### config.mk
export PLATFORM = sky130hd
export DESIGN_NAME = syncreadmem_arbiter
export DESIGN_NICKNAME = d
export VERILOG_FILES = /design/src/rtl/syncreadmem_arbiter_pkg.sv /design/src/rtl/syncreadmem_arbiter_rr_arbiter.sv /design/src/rtl/syncreadmem_arbiter.sv
export SDC_FILE = /design/constraint.sdc
export NUM_CORES = 1
export LEC_CHECK = 0
export CORE_MARGIN = 3
export CORE_UTILIZATION = 36
export DETAILED_ROUTE_END_ITERATION = 10
export GPL_TIMING_DRIVEN = 0
export PLACE_DENSITY_LB_ADDON = 0.15
export SLEW_MARGIN = 20
export SYNTH_ARGS = -nofsm -noshare
export SYNTH_HDL_FRONTEND = slang
export SYNTH_SLANG_ARGS = --single-unit
### constraint.sdc
create_clock -name clk -period 3.4 [get_ports clk]
set_input_delay 0.85 -clock clk [delete_from_list [all_inputs] [get_ports clk]]
set_output_delay 0.85 -clock clk [all_outputs]
set_load 0.02 [all_outputs]
### src/rtl/syncreadmem_arbiter_pkg.sv
// Shared types for the SyncReadMem arbiter.
// ARB_INIT : zero-fill sweep in progress, requesters are held off.
// ARB_IDLE : normal operation, one round-robin grant per cycle.
package syncreadmem_arb_pkg;

  typedef enum logic [0:0] {
    ARB_INIT = 1'b0,
    ARB_IDLE = 1'b1
  } arb_state_e;

  // Index width for a requester count, never narrower than one bit.
  function automatic int idx_width(input int n);
    return (n > 1) ? $clog2(n) : 1;
  endfunction

endpackage

### src/rtl/syncreadmem_arbiter_rr_arbiter.sv
// Round-robin arbiter.
// Ports:
//   clk, rst_n  : clock, asynchronous active-low reset
//   valid       : per-requester request lines
//   advance     : arbitration enabled this cycle (no grant when low)
//   grant       : one-hot grant, or zero
//   grant_idx   : index of the granted requester (0 when no grant)
// The arbiter picks the first valid requester at or after r_rr_ptr. After
// a grant the pointer moves to the slot just past the winner.
module rr_arbiter
  import syncreadmem_arb_pkg::*;
#(
  parameter int NUM_REQ = 2,
  localparam int IDX_W  = idx_width(NUM_REQ)
) (
  input  logic               clk,
  input  logic               rst_n,
  input  logic [NUM_REQ-1:0] valid,
  input  logic               advance,
  output logic [NUM_REQ-1:0] grant,
  output logic [IDX_W-1:0]   grant_idx
);

  logic [IDX_W-1:0]   r_rr_ptr;
  logic [NUM_REQ-1:0] w_grant;
  logic [IDX_W-1:0]   w_idx;
  logic               w_found;
  int                 w_pos;

  // Search the requesters starting at the pointer, wrapping once.
  always_comb begin
    w_grant = '0;
    w_idx   = '0;
    w_found = 1'b0;
    w_pos   = 0;
    if (advance) begin
      for (int i = 0; i < NUM_REQ; i++) begin
        w_pos = int'(r_rr_ptr) + i;
        if (w_pos >= NUM_REQ) begin
          w_pos = w_pos - NUM_REQ;
        end else begin
          w_pos = w_pos;
        end
        if (!w_found && valid[w_pos]) begin
          w_found        = 1'b1;
          w_grant[w_pos] = 1'b1;
          w_idx          = IDX_W'(w_pos);
        end else begin
          w_found = w_found;
        end
      end
    end else begin
      w_found = 1'b0;
    end
  end

  // Move the pointer past the winner; hold it when nothing was granted.
  always_ff @(posedge clk or negedge rst_n) begin
    if (!rst_n) begin
      r_rr_ptr <= '0;
    end else if (w_found) begin
      if (w_idx == IDX_W'(NUM_REQ - 1)) begin
        r_rr_ptr <= '0;
      end else begin
        r_rr_ptr <= w_idx + IDX_W'(1);
      end
    end else begin
      r_rr_ptr <= r_rr_ptr;
    end
  end

  assign grant     = w_grant;
  assign grant_idx = w_idx;

endmodule

### src/rtl/syncreadmem_arbiter.sv
// Shares one synchronous-read memory between NUM_REQ requesters and
// zero-fills it after reset (when INIT_EN) or on a clear pulse.
// Ports:
//   clk, rst_n           : clock, asynchronous active-low reset
//   clear                : re-run the zero-fill sweep (accepted in IDLE only)
//   init_done            : high while in ARB_IDLE
//   req_valid/req_ready  : per-requester handshake (ready is one-hot or zero)
//   req_wen/addr/mask/wdata : per-requester access description
//   rsp_valid            : read data valid, one bit per requester
//   rsp_rdata            : read data broadcast to all requesters
//   mem_wen/waddr/cs/wdata : memory write channel
//   mem_ren/raddr        : memory read channel
//   mem_rdata            : memory read data (one-cycle latency)
// At most one access (read or masked write) goes out per cycle, so the
// memory never sees a read and a write together.
module syncreadmem_arbiter
  import syncreadmem_arb_pkg::*;
#(
  parameter int NUM_REQ     = 2,
  parameter int DEEPTH      = 2048,
  parameter int DATA_WIDTH  = 2,
  parameter int WMASK_WIDTH = 4,
  parameter int ADDR_WIDTH  = $clog2(DEEPTH),
  parameter bit INIT_EN     = 1'b1
) (
  input  logic                                                clk,
  input  logic                                                rst_n,
  input  logic                                                clear,
  output logic                                                init_done,
  input  logic [NUM_REQ-1:0]                                  req_valid,
  output logic [NUM_REQ-1:0]                                  req_ready,
  input  logic [NUM_REQ-1:0]                                  req_wen,
  input  logic [NUM_REQ-1:0][ADDR_WIDTH-1:0]                  req_addr,
  input  logic [NUM_REQ-1:0][WMASK_WIDTH-1:0]                 req_mask,
  input  logic [NUM_REQ-1:0][WMASK_WIDTH-1:0][DATA_WIDTH-1:0] req_wdata,
  output logic [NUM_REQ-1:0]                                  rsp_valid,
  output logic [WMASK_WIDTH-1:0][DATA_WIDTH-1:0]              rsp_rdata,
  output logic                                                mem_wen,
  output logic [ADDR_WIDTH-1:0]                               mem_waddr,
  output logic [WMASK_WIDTH-1:0]                              mem_cs,
  output logic [WMASK_WIDTH-1:0][DATA_WIDTH-1:0]              mem_wdata,
  output logic                                                mem_ren,
  output logic [ADDR_WIDTH-1:0]                               mem_raddr,
  input  logic [WMASK_WIDTH-1:0][DATA_WIDTH-1:0]              mem_rdata
);

  localparam int IDX_W = idx_width(NUM_REQ);

  arb_state_e          r_state;
  logic [ADDR_WIDTH-1:0] r_init_addr;
  logic                r_init_done;
  logic [NUM_REQ-1:0]  r_rsp_sel;

  logic                w_arb_en;
  logic [NUM_REQ-1:0]  w_grant;
  logic [IDX_W-1:0]    w_grant_idx;
  logic                w_grant_any;
  logic                w_grant_rd;

  // Arbitration runs only in IDLE, never on a clear cycle, never in reset.
  assign w_arb_en    = rst_n & (r_state == ARB_IDLE) & ~clear;
  assign w_grant_any = |w_grant;
  assign w_grant_rd  = w_grant_any & ~req_wen[w_grant_idx];

  rr_arbiter #(
    .NUM_REQ (NUM_REQ)
  ) u_rr_arbiter (
    .clk       (clk),
    .rst_n     (rst_n),
    .valid     (req_valid),
    .advance   (w_arb_en),
    .grant     (w_grant),
    .grant_idx (w_grant_idx)
  );

  // State machine and zero-fill address counter.
  always_ff @(posedge clk or negedge rst_n) begin
    if (!rst_n) begin
      r_state     <= INIT_EN ? ARB_INIT : ARB_IDLE;
      r_init_done <= INIT_EN ? 1'b0 : 1'b1;
      r_init_addr <= '0;
    end else begin
      case (r_state)
        ARB_INIT: begin
          // Equality compare, so a non-power-of-2 depth stops at the last word.
          if (r_init_addr == ADDR_WIDTH'(DEEPTH - 1)) begin
            r_state     <= ARB_IDLE;
            r_init_done <= 1'b1;
            r_init_addr <= '0;
          end else begin
            r_init_addr <= r_init_addr + ADDR_WIDTH'(1);
          end
        end
        ARB_IDLE: begin
          if (clear) begin
            r_state     <= ARB_INIT;
            r_init_done <= 1'b0;
            r_init_addr <= '0;
          end else begin
            r_state <= ARB_IDLE;
          end
        end
        default: begin
          r_state     <= ARB_INIT;
          r_init_done <= 1'b0;
          r_init_addr <= '0;
        end
      endcase
    end
  end

  // Remember which requester owns the read data arriving next cycle.
  always_ff @(posedge clk or negedge rst_n) begin
    if (!rst_n) begin
      r_rsp_sel <= '0;
    end else if (w_grant_rd) begin
      r_rsp_sel <= w_grant;
    end else begin
      r_rsp_sel <= '0;
    end
  end

  // Memory channel mux: sweep write, granted write, granted read, or idle.
  always_comb begin
    mem_wen   = 1'b0;
    mem_waddr = '0;
    mem_cs    = '0;
    mem_wdata = '0;
    mem_ren   = 1'b0;
    mem_raddr = '0;
    // rst_n gating keeps both enables low while reset is held.
    if (rst_n && (r_state == ARB_INIT)) begin
      mem_wen   = 1'b1;
      mem_waddr = r_init_addr;
      mem_cs    = '1;
    end else if (w_grant_any) begin
      if (req_wen[w_grant_idx]) begin
        mem_wen   = 1'b1;
        mem_waddr = req_addr[w_grant_idx];
        mem_cs    = req_mask[w_grant_idx];
        mem_wdata = req_wdata[w_grant_idx];
      end else begin
        mem_ren   = 1'b1;
        mem_raddr = req_addr[w_grant_idx];
      end
    end else begin
      mem_wen = 1'b0;
    end
  end

  assign req_ready = w_grant;
  assign rsp_valid = r_rsp_sel;
  assign rsp_rdata = mem_rdata;
  assign init_done = r_init_done;

endmodule

* Word level (Yosys, flattened, before mapping)
Index checks and enable logic that the tools add are counted.
** Cells by class
- Muxes and demuxes :: 62
- Eq/ne operators :: 3
- Reductions and logical operators :: 7
- $add $sub $neg :: 5
- Order comparisons :: 7
- Bitwise operators :: 7
** Operators with widths (number)
- two-way mux 32 bit :: 4
- two-way mux 11 bit :: 10
- greater-or-equal comparator 32 x 1 -> 1 bit, second input constant :: 2
- less-than comparator 32 x 3 -> 1 bit, second input constant :: 2
- two-way mux 8 bit :: 5
- greater-or-equal comparator 32 x 3 -> 1 bit, second input constant :: 1
- subtractor 32 x 3 -> 32 bit, second input constant :: 1
- two-way mux 1 bit :: 28
- case mux 11 bit (2 select lines) :: 1
- two-way mux 4 bit :: 5
- adder 11 x 1 -> 11 bit, second input constant :: 1
- equality test 11 bit, second input constant :: 1
- two-way mux 2 bit :: 5
- logical AND 1 bit :: 4
- != test 2 bit, second input constant :: 2
- case mux 1 bit (2 select lines) :: 2
- AND 1 bit :: 3
- NOT 1 bit :: 3
- subtractor 1 x 2 -> 3 bit, second input constant :: 1
- adder 1 x 1 -> 2 bit, second input constant :: 1
- demux 1 bit (select 1 bit) :: 2
- greater-or-equal comparator 1 x 2 -> 1 bit, second input constant :: 1
- less-than comparator 1 x 2 -> 1 bit, second input constant :: 1
- bitwise OR 2 bit :: 1
- other kinds (4) :: 4
** Word-level totals
- Logic and storage cells :: 96
- Register bits after elaboration :: 16
- Bits of input ports :: 61
- Output and inout bits :: 49

* Depth between registers and ports, before layout
Gate-level depths: netlist (run 1).
- Depth in word-level cells :: 17
- Gate-level depth with buffers :: 7
- Depth with buffers taken out :: 5

* By module
From an unflattened synthesis (run 1), not the netlist that was laid out.
** Second synthesis, totals
- Cell total of the unflattened synthesis :: 176
- Area total of the unflattened synthesis :: 1463.9 um^2
** Modules (own cells, without submodules)
- syncreadmem_arbiter :: cells an instance 167, times used 1, area an instance 1397.6 um^2, sequential area each 375.4 um^2
- rr_arbiter :: cells an instance 9, times used 1, area an instance 66.3 um^2, sequential area each 25.0 um^2

* Least setup slack after synthesis (run 1)
No wires, ideal clock.
- Path kind :: input -> output
- Start :: input port clear
- End :: output port mem_waddr[4]
- Setup slack :: 0.281 ns
- Stages on the path :: 6
- Buffers on the path :: 1
- Arrival time :: 2.269 ns
- Data required time :: 2.550 ns
- Cells stage by stage :: and3b_4 -> nand3_1 -> inv_1 -> a22oi_2 -> buf_2 -> o21ai_0
** Between the ends
- Elaborated cells between the ends (all ways) :: 12
- Classes of those cells :: mux: 9; bitwise: 2; reduce/logical: 1
** RTL lines
- start: declaration :: RTL line syncreadmem_arbiter.sv:28 : input logic clear,
- NOT 1 bit :: RTL line syncreadmem_arbiter.sv:61 : assign w_arb_en = rst_n & (r_state == ARB_IDLE) & ~clear;
- AND 1 bit :: RTL line syncreadmem_arbiter.sv:61
- two-way mux 2 bit :: RTL line syncreadmem_arbiter_rr_arbiter.sv:36 : if (advance) begin
- via req_ready[0] :: RTL line syncreadmem_arbiter.sv:31 : output logic [NUM_REQ-1:0] req_ready,
- OR reduction 2 bit :: RTL line syncreadmem_arbiter.sv:62 : assign w_grant_any = |w_grant;
- two-way mux 11 bit :: RTL line syncreadmem_arbiter.sv:136 : end else if (w_grant_any) begin
- two-way mux 11 bit :: RTL line syncreadmem_arbiter.sv:132 : if (rst_n && (r_state == ARB_INIT)) begin
- end: declaration :: RTL line syncreadmem_arbiter.sv:39 : output logic [ADDR_WIDTH-1:0] mem_waddr,
The timed path passes the listed nets, and every way through them passes these cells. The select of a mux whose other input is x is not followed.

* Final worst setup path (run 1)
- Start :: input port clear
- End :: output port mem_raddr[8]
** Between the ends
- Word-level cells in the longest chain between the ends :: 8
- Elaborated cells between the ends (all ways) :: 12
- Classes of those cells :: mux: 9; bitwise: 2; reduce/logical: 1
** RTL lines
- NOT 1 bit * :: RTL line syncreadmem_arbiter.sv:61
- AND 1 bit * :: RTL line syncreadmem_arbiter.sv:61
- two-way mux 1 bit :: RTL line syncreadmem_arbiter_rr_arbiter.sv:36
- two-way mux 11 bit (not written as such) / two-way mux 1 bit (equally long branches) (2 in series) :: RTL line syncreadmem_arbiter.sv:144, syncreadmem_arbiter.sv:137
- two-way mux 11 bit :: RTL line syncreadmem_arbiter.sv:137 : if (req_wen[w_grant_idx]) begin
- two-way mux 11 bit * :: RTL line syncreadmem_arbiter.sv:136
- two-way mux 11 bit * :: RTL line syncreadmem_arbiter.sv:132
- end: declaration :: RTL line syncreadmem_arbiter.sv:43 : output logic [ADDR_WIDTH-1:0] mem_raddr,
Every way passes the cells marked *; elsewhere a longest branch is shown, timed or not. The select of a mux whose other input is x is not followed.

==> flow_metrics.tcl, run 1 <==
set metrics [dict create \
    status "finished clean" \
    hold_viol 0 \
    max_slew_margin_pct 70.1 \
    synthDominantCellAreaShare_pct 29.3 \
    grt_use_total_pct 21.1 \
    tns_ns 0 \
    yosys.area.top_type "dfrtp_1" \
    grt_pass1_wl_um 7380 \
    critPathCaptureType "primary output" \
    multiInputGateArea_um2 843 \
    diodes 0 \
    drv_cap 0 \
    final_nets 360 \
    io_pins 110 \
    path_clk_slew_ns 0.07 \
    clk_latency_ns 0.25 \
    port_buffers 101 \
    r2r_slack_ns 1.56 \
    cts_hold_buffers 0 \
    dp_hpwl_um 3930 \
    netlist_area_mm2 0.00137 \
    vias 1716 \
    r2r_end "r_init_addr[3]" \
    wl_um 5150 \
    leakagePower_nw 1.16 \
    row_count 21 \
    power.density_mw_per_mm2 311 \
    fin_crit_sh_pct 98.5 \
    seqPwrFrac_pct 41.0 \
    p_comb_share_pct 37.7 \
    cts_htree_levels 1 \
    cts_root_buf "clkbuf_8" \
    ys_seq_area_share_pct 29.3 \
    synth-warning-count 0 \
    rsz0062_at_grt "yes" \
    synth.distinct_cells 37 \
    synth-edff-count 0 \
    fin_util_pct 72.8 \
    setup_ws_ns 0.0506 \
    core_mm2 0.00349 \
    postSynthCellCount 181 \
    grt_pass1_vias 1600 \
    syn-num-nets 243 \
    timing.rr.start "r_init_addr[0]" \
    gp_congestion 0.804 \
    synth_area_leaders "dfrtp_1 (29%), nand2_1 (12%), mux2i_1 (11%)" \
    routedWlPerCell_um 15.0 \
    regArea_um2 400 \
    cp.arrival_ns 2.50 \
    finalMaxSlewViolations 0 \
    power.switching_mw 0.292 \
    clock_power_share_pct 21.3 \
    grt_max_degree 20 \
    reg2regPathDepth 5 \
    fill_cells 289 \
    grt-ovfl-total 0 \
    dr.first_iter.drc_count 75 \
    min_path_type "in -> async" \
    fin_skew_ns 0.00479 \
    cp.required_ns 2.55 \
    final_area_mm2 0.00254 \
    synthTopCellsByCount "nand2_1 (44), o21ai_0 (24), dfrtp_1 (16)" \
    worstMarginPinSlew_ns 0.448 \
    power.total_mw 0.790 \
    cp-endpoint "mem_raddr[8]" \
    avgSynthCellArea_um2 7.56 \
    clock.fmax_mhz 299 \
    vdd_drop_max_v 0.000509 \
    clockBufferDepth 2 \
    remaining_drc_errors 0 \
    ys_ff_latch 16 \
    place_area_mm2 0.00244 \
    die-area_mm2 0.00457 \
    period_needed_ns 3.35 \
    antenna_left 0 \
    internal_power_mw 0.498 \
    critPathLaunch "clear" \
    die_height_um 67.6 \
    pre_cts_slack_ns -1.15 \
    async_flop_share_pct 100 \
    start_util_pct 39.1 \
    die_x_um 67.6 \
    criticalPathCategory "in -> out" \
    yosysMostFrequentCell "nand2_1" \
    cp_max_fo 6 \
    synth-main-ff-cell "dfrtp_1" \
    sw_frac_of_total_pct 37.0 \
    cts_tree "yes" \
    areaGrowthSynthToFinish_pct 86.0 \
    numClockSinks 16 \
    antenna_found_initial 0 \
    firstDrtPassIters 4 \
    cts_made_buffers 3 \
    via_per_inst 5.00 \
    startpoint_type "input port" \
    finalSetupViolCount 0 \
    drive_gt1_share_pct 21.5 \
]
==> worst max-delay path, cell delays in order <==
cell	delay [ns]
dlygate4sd2_1	0.27
and3b_4	0.33
nand3_4	0.11
inv_4	0.12
buf_12	0.13
bufbuf_16	0.25
mux2i_4	0.23
nor2_1	0.05
buf_2	0.16
==> routing by layer <==
metal | GRT usage (%) | share of wire [%] | vias to the layer above
li1 | - | - | 853
met1 | 23.8 | 38 | 775
met4 | 4.81 | 1.6 | 0
met5 | 0 | 0 | -
met2 | 37.8 | 50 | 80
met3 | 7.15 | 9.9 | 8
==> how the worst min path moves through the flow <==
stage / from / endpoint / slack (ns) / depth (start not counted)
floorplan: u_rr_arbiter.r_rr_ptr / u_rr_arbiter.r_rr_ptr / 0.47 / 1
global placement: u_rr_arbiter.r_rr_ptr / u_rr_arbiter.r_rr_ptr / 0.49 / 1
detailed placement: u_rr_arbiter.r_rr_ptr / u_rr_arbiter.r_rr_ptr / 0.50 / 1
CTS: rst_n / init_done / 0.46 / 1
global route: rst_n / init_done / 0.46 / 1
finish: rst_n / init_done / 0.46 / 1
==> state kept, by name, indices dropped and copies added, names as in the netlist <==
name,cells
r_state,1
u_rr_arbiter.r_rr_ptr,1
rsp_valid,2
r_init_addr,11
init_done,1
==> power groups by stage <==
stage	Sequential [mW]	Combinational (mW)	Clock [mW]
global placement	0.324	0.318	0
floorplan	0.303	0.170	0
global route	0.334	0.330	0.183
finish	0.324	0.297	0.168
CTS	0.323	0.310	0.170
detailed placement	0.325	0.326	0
==> area by class of cell <==
cell class	instances	area share, %
Multi-Input combinational cell	143	33.2
Buffer	17	5.56
Sequential cell	16	15.7
Tap cell	46	2.26
Inverter	5	0.836
Clock buffer	4	2.16
Timing Repair Buffer	112	40.3
==> cells in the final DEF, fill, tap and decap left out, drive strengths merged, types with 2 or more instances in the layout <==
| cell | instances |
|---|---|
| clkdlybuf4s50 | 60 |
| mux2i | 15 |
| nand4 | 3 |
| and4 | 3 |
| xnor2 | 2 |
| clkbuf | 28 |
| nand2 | 44 |
| xor2 | 4 |
| inv | 5 |
| a21oi | 9 |
| nand2b | 3 |
| clkdlybuf4s15 | 9 |
| nor2 | 14 |
| dfrtp | 16 |
| nor2b | 2 |
| buf | 26 |
| dlygate4sd2 | 7 |
| nand3 | 5 |
| o21ai | 25 |
==> cells by family (layout without fill, tap and decap cells) <==
family / count (synthesis) / count (layout) / share of synthesized area (%)
AOI/OAI and AO/OA: 42 / 42 / 17.3
xor gates and xnor gates: 6 / 6 / 3.84
adders and majority gates: 1 / 1 / 0.915
buffers and inverters: 22 / 138 / 10.2
DFF: 16 / 16 / 29.3
muxes: 15 / 15 / 11.0
and+or+nand+nor: 79 / 79 / 27.4
==> timing repair <==
action | CTS | global route
setup endpoints to repair | 38 | 29
buffers inserted | 4 | 4
gates resized for setup | 83 | 51
pin swaps | 1 | 1
hold endpoints to repair | 0 | 0
gates cloned | 1 | 2
==> stage by stage <==
stage	hold WS (ns)	instances
6_report	0.455	343
3_3_place_gp	0.495	328
2_1_floorplan	0.472	181
4_1_cts	0.460	337
3_5_place_dp	0.497	328
5_1_grt	0.464	343
Note: power is estimated with default switching activity, not from simulation.
==> run 2: changes to the inputs <==
--- a/config.mk
+++ b/config.mk
@@ -10,2 +10,3 @@
 export DETAILED_ROUTE_END_ITERATION = 10
+export GPL_ROUTABILITY_DRIVEN = 0
 export GPL_TIMING_DRIVEN = 0
--- a/constraint.sdc
+++ b/constraint.sdc
@@ -3,2 +3,2 @@
 set_output_delay 0.85 -clock clk [all_outputs]
-set_load 0.02 [all_outputs]
+set_load 0.01 [all_outputs]
==> run 2 against run 1 <==
  * Die area is the same
  * Final cell count shrank 0.58%
  * Sequential power is essentially flat
  * Routed wire length shrank 2.0%
==> flow_metrics.tcl, run 2 (synthesis results as in run 1) <==
set metrics [dict create \
    status "finished clean" \
    port_buffers 101 \
    firstDrtPassIters 4 \
    die-area_mm2 0.00457 \
    grt-ovfl-total 0 \
    cts_root_buf "clkbuf_8" \
    reg2regPathDepth 5 \
    cts_made_buffers 3 \
    grt_pass1_vias 1595 \
    fin_skew_ns 0.00281 \
    criticalPathCategory "in -> out" \
    via_per_inst 5.01 \
    antenna_left 0 \
    finalMaxSlewViolations 0 \
    path_delay_family "buffers and inverters" \
    critPathSlowestCell "clkdlybuf4s50_1" \
    routedWlPerCell_um 14.8 \
    startpoint_type "input port" \
    timing.rr.start "r_init_addr[0]" \
    cts_htree_levels 1 \
    fill_cells 293 \
    cp.arrival_ns 2.50 \
    clock.fmax_mhz 299 \
    fin_crit_sh_pct 98.4 \
    dr.first_iter.drc_count 60 \
    finalSetupViolCount 0 \
    min_path_type "in -> async" \
    start_util_pct 39.1 \
    leakagePower_nw 1.19 \
    core_mm2 0.00349 \
    cp.required_ns 2.55 \
    die_x_um 67.6 \
    critPathCaptureType "primary output" \
    path_buf_inv 4 \
    crit_cells 8 \
    period_needed_ns 3.35 \
    worstMarginPinSlew_ns 0.425 \
    critPathLaunch "req_valid[0]" \
    drv_cap 0 \
    cts_tree "yes" \
    tns_ns 0 \
    numClockSinks 16 \
    top_register "r_init_addr" \
    remaining_drc_errors 0 \
    path_cells "clkdlybuf4s50_1 -> nand2b_1 -> nand3_4 -> clkinv_4 -> bufbuf_16 -> mux2i_2 -> nor2_1 -> dlygate4sd2_1" \
    areaGrowthSynthToFinish_pct 87.9 \
    cp_max_fo 5 \
    final_common_cell "clkdlybuf4s50_1" \
    r2r_slack_ns 1.56 \
    clk_latency_ns 0.25 \
    final_nets 358 \
    dp_hpwl_um 3930 \
    power.total_mw 0.763 \
    r2r_end "r_init_addr[3]" \
    clockBufferDepth 2 \
    row_count 21 \
    drive_gt1_share_pct 17.6 \
    cp-endpoint "mem_raddr[10]" \
    multiInputGateArea_um2 863 \
    grt_use_total_pct 21.4 \
    power.density_mw_per_mm2 297 \
    regArea_um2 400 \
    grt_pass1_wl_um 7540 \
    path_clk_slew_ns 0.06 \
    critical_path.max_stage_delay_ns 0.51 \
    diodes 0 \
    hold_viol 0 \
    antenna_found_initial 0 \
    io_pins 110 \
    die_height_um 67.6 \
    grt_max_degree 20 \
    max_slew_margin_pct 71.6 \
    cts_hold_buffers 0 \
    final_cell_mix "clkdlybuf4s50_1 (62), nand2_1 (44), o21ai_0 (24)" \
    largest_reg_flops 11 \
    wl_um 5040 \
    vdd_drop_max_v 0.000508 \
    vias 1710 \
]
-- run 2: routing by layer --
layer	global-route usage [%]	share of wire, %	vias to the layer above
li1	-	-	848
met1	25.0	38	782
met2	39.2	51	78
met3	6.66	10	2
met4	2.28	0.20	0
met5	0	0	-
-- run 2: worst min-delay path by stage --
stage                                  endpoint  slack, ns  cells after the start
after floorplan           u_rr_arbiter.r_rr_ptr       0.47                      1
after global placement    u_rr_arbiter.r_rr_ptr       0.49                      1
after detailed placement  u_rr_arbiter.r_rr_ptr       0.50                      1
after CTS                             init_done       0.46                      1
after global routing                  init_done       0.46                      1
final                                 init_done       0.46                      1
-- run 2: stage by stage --
step	setup slack [ns]	area (um^2)	cells	util (%)	hold WS (ns)
3_5_place_dp	-1.09	2440	328	69.7	0.497
6_report	0.0531	2570	341	73.5	0.457
2_1_floorplan	0.566	1370	181	-	0.472
3_3_place_gp	-1.09	2440	328	69.7	0.495
4_1_cts	0.0102	2610	341	74.6	0.460
5_1_grt	-0.00893	2570	341	73.5	0.464
-- run 2: cell type report --
type | count | area share, %
Buffer | 16 | 5.40
Clock buffer | 4 | 2.14
Inverter | 5 | 0.925
Multi-Input combinational cell | 143 | 33.6
Sequential cell | 16 | 15.6
Tap cell | 46 | 2.24
Timing Repair Buffer | 111 | 40.1
-- run 2: power breakdown --
group	switching (mW)	internal [mW]	leakage, nW	total (mW)
Sequential	0.0822	0.241	0.199	0.323
Clock	0.0648	0.103	0.0288	0.167
Combinational	0.119	0.154	0.966	0.273
Total	0.266	0.498	1.19	0.763
-- run 2: what timing repair did --
action                                  4_1_cts  5_1_grt
resized for setup                            57       47
buffers inserted                              8        1
cloned                                        1        0
hold endpoints to repair                      0        0
endpoints found under the setup margin       38       20
pin swaps                                     2        1
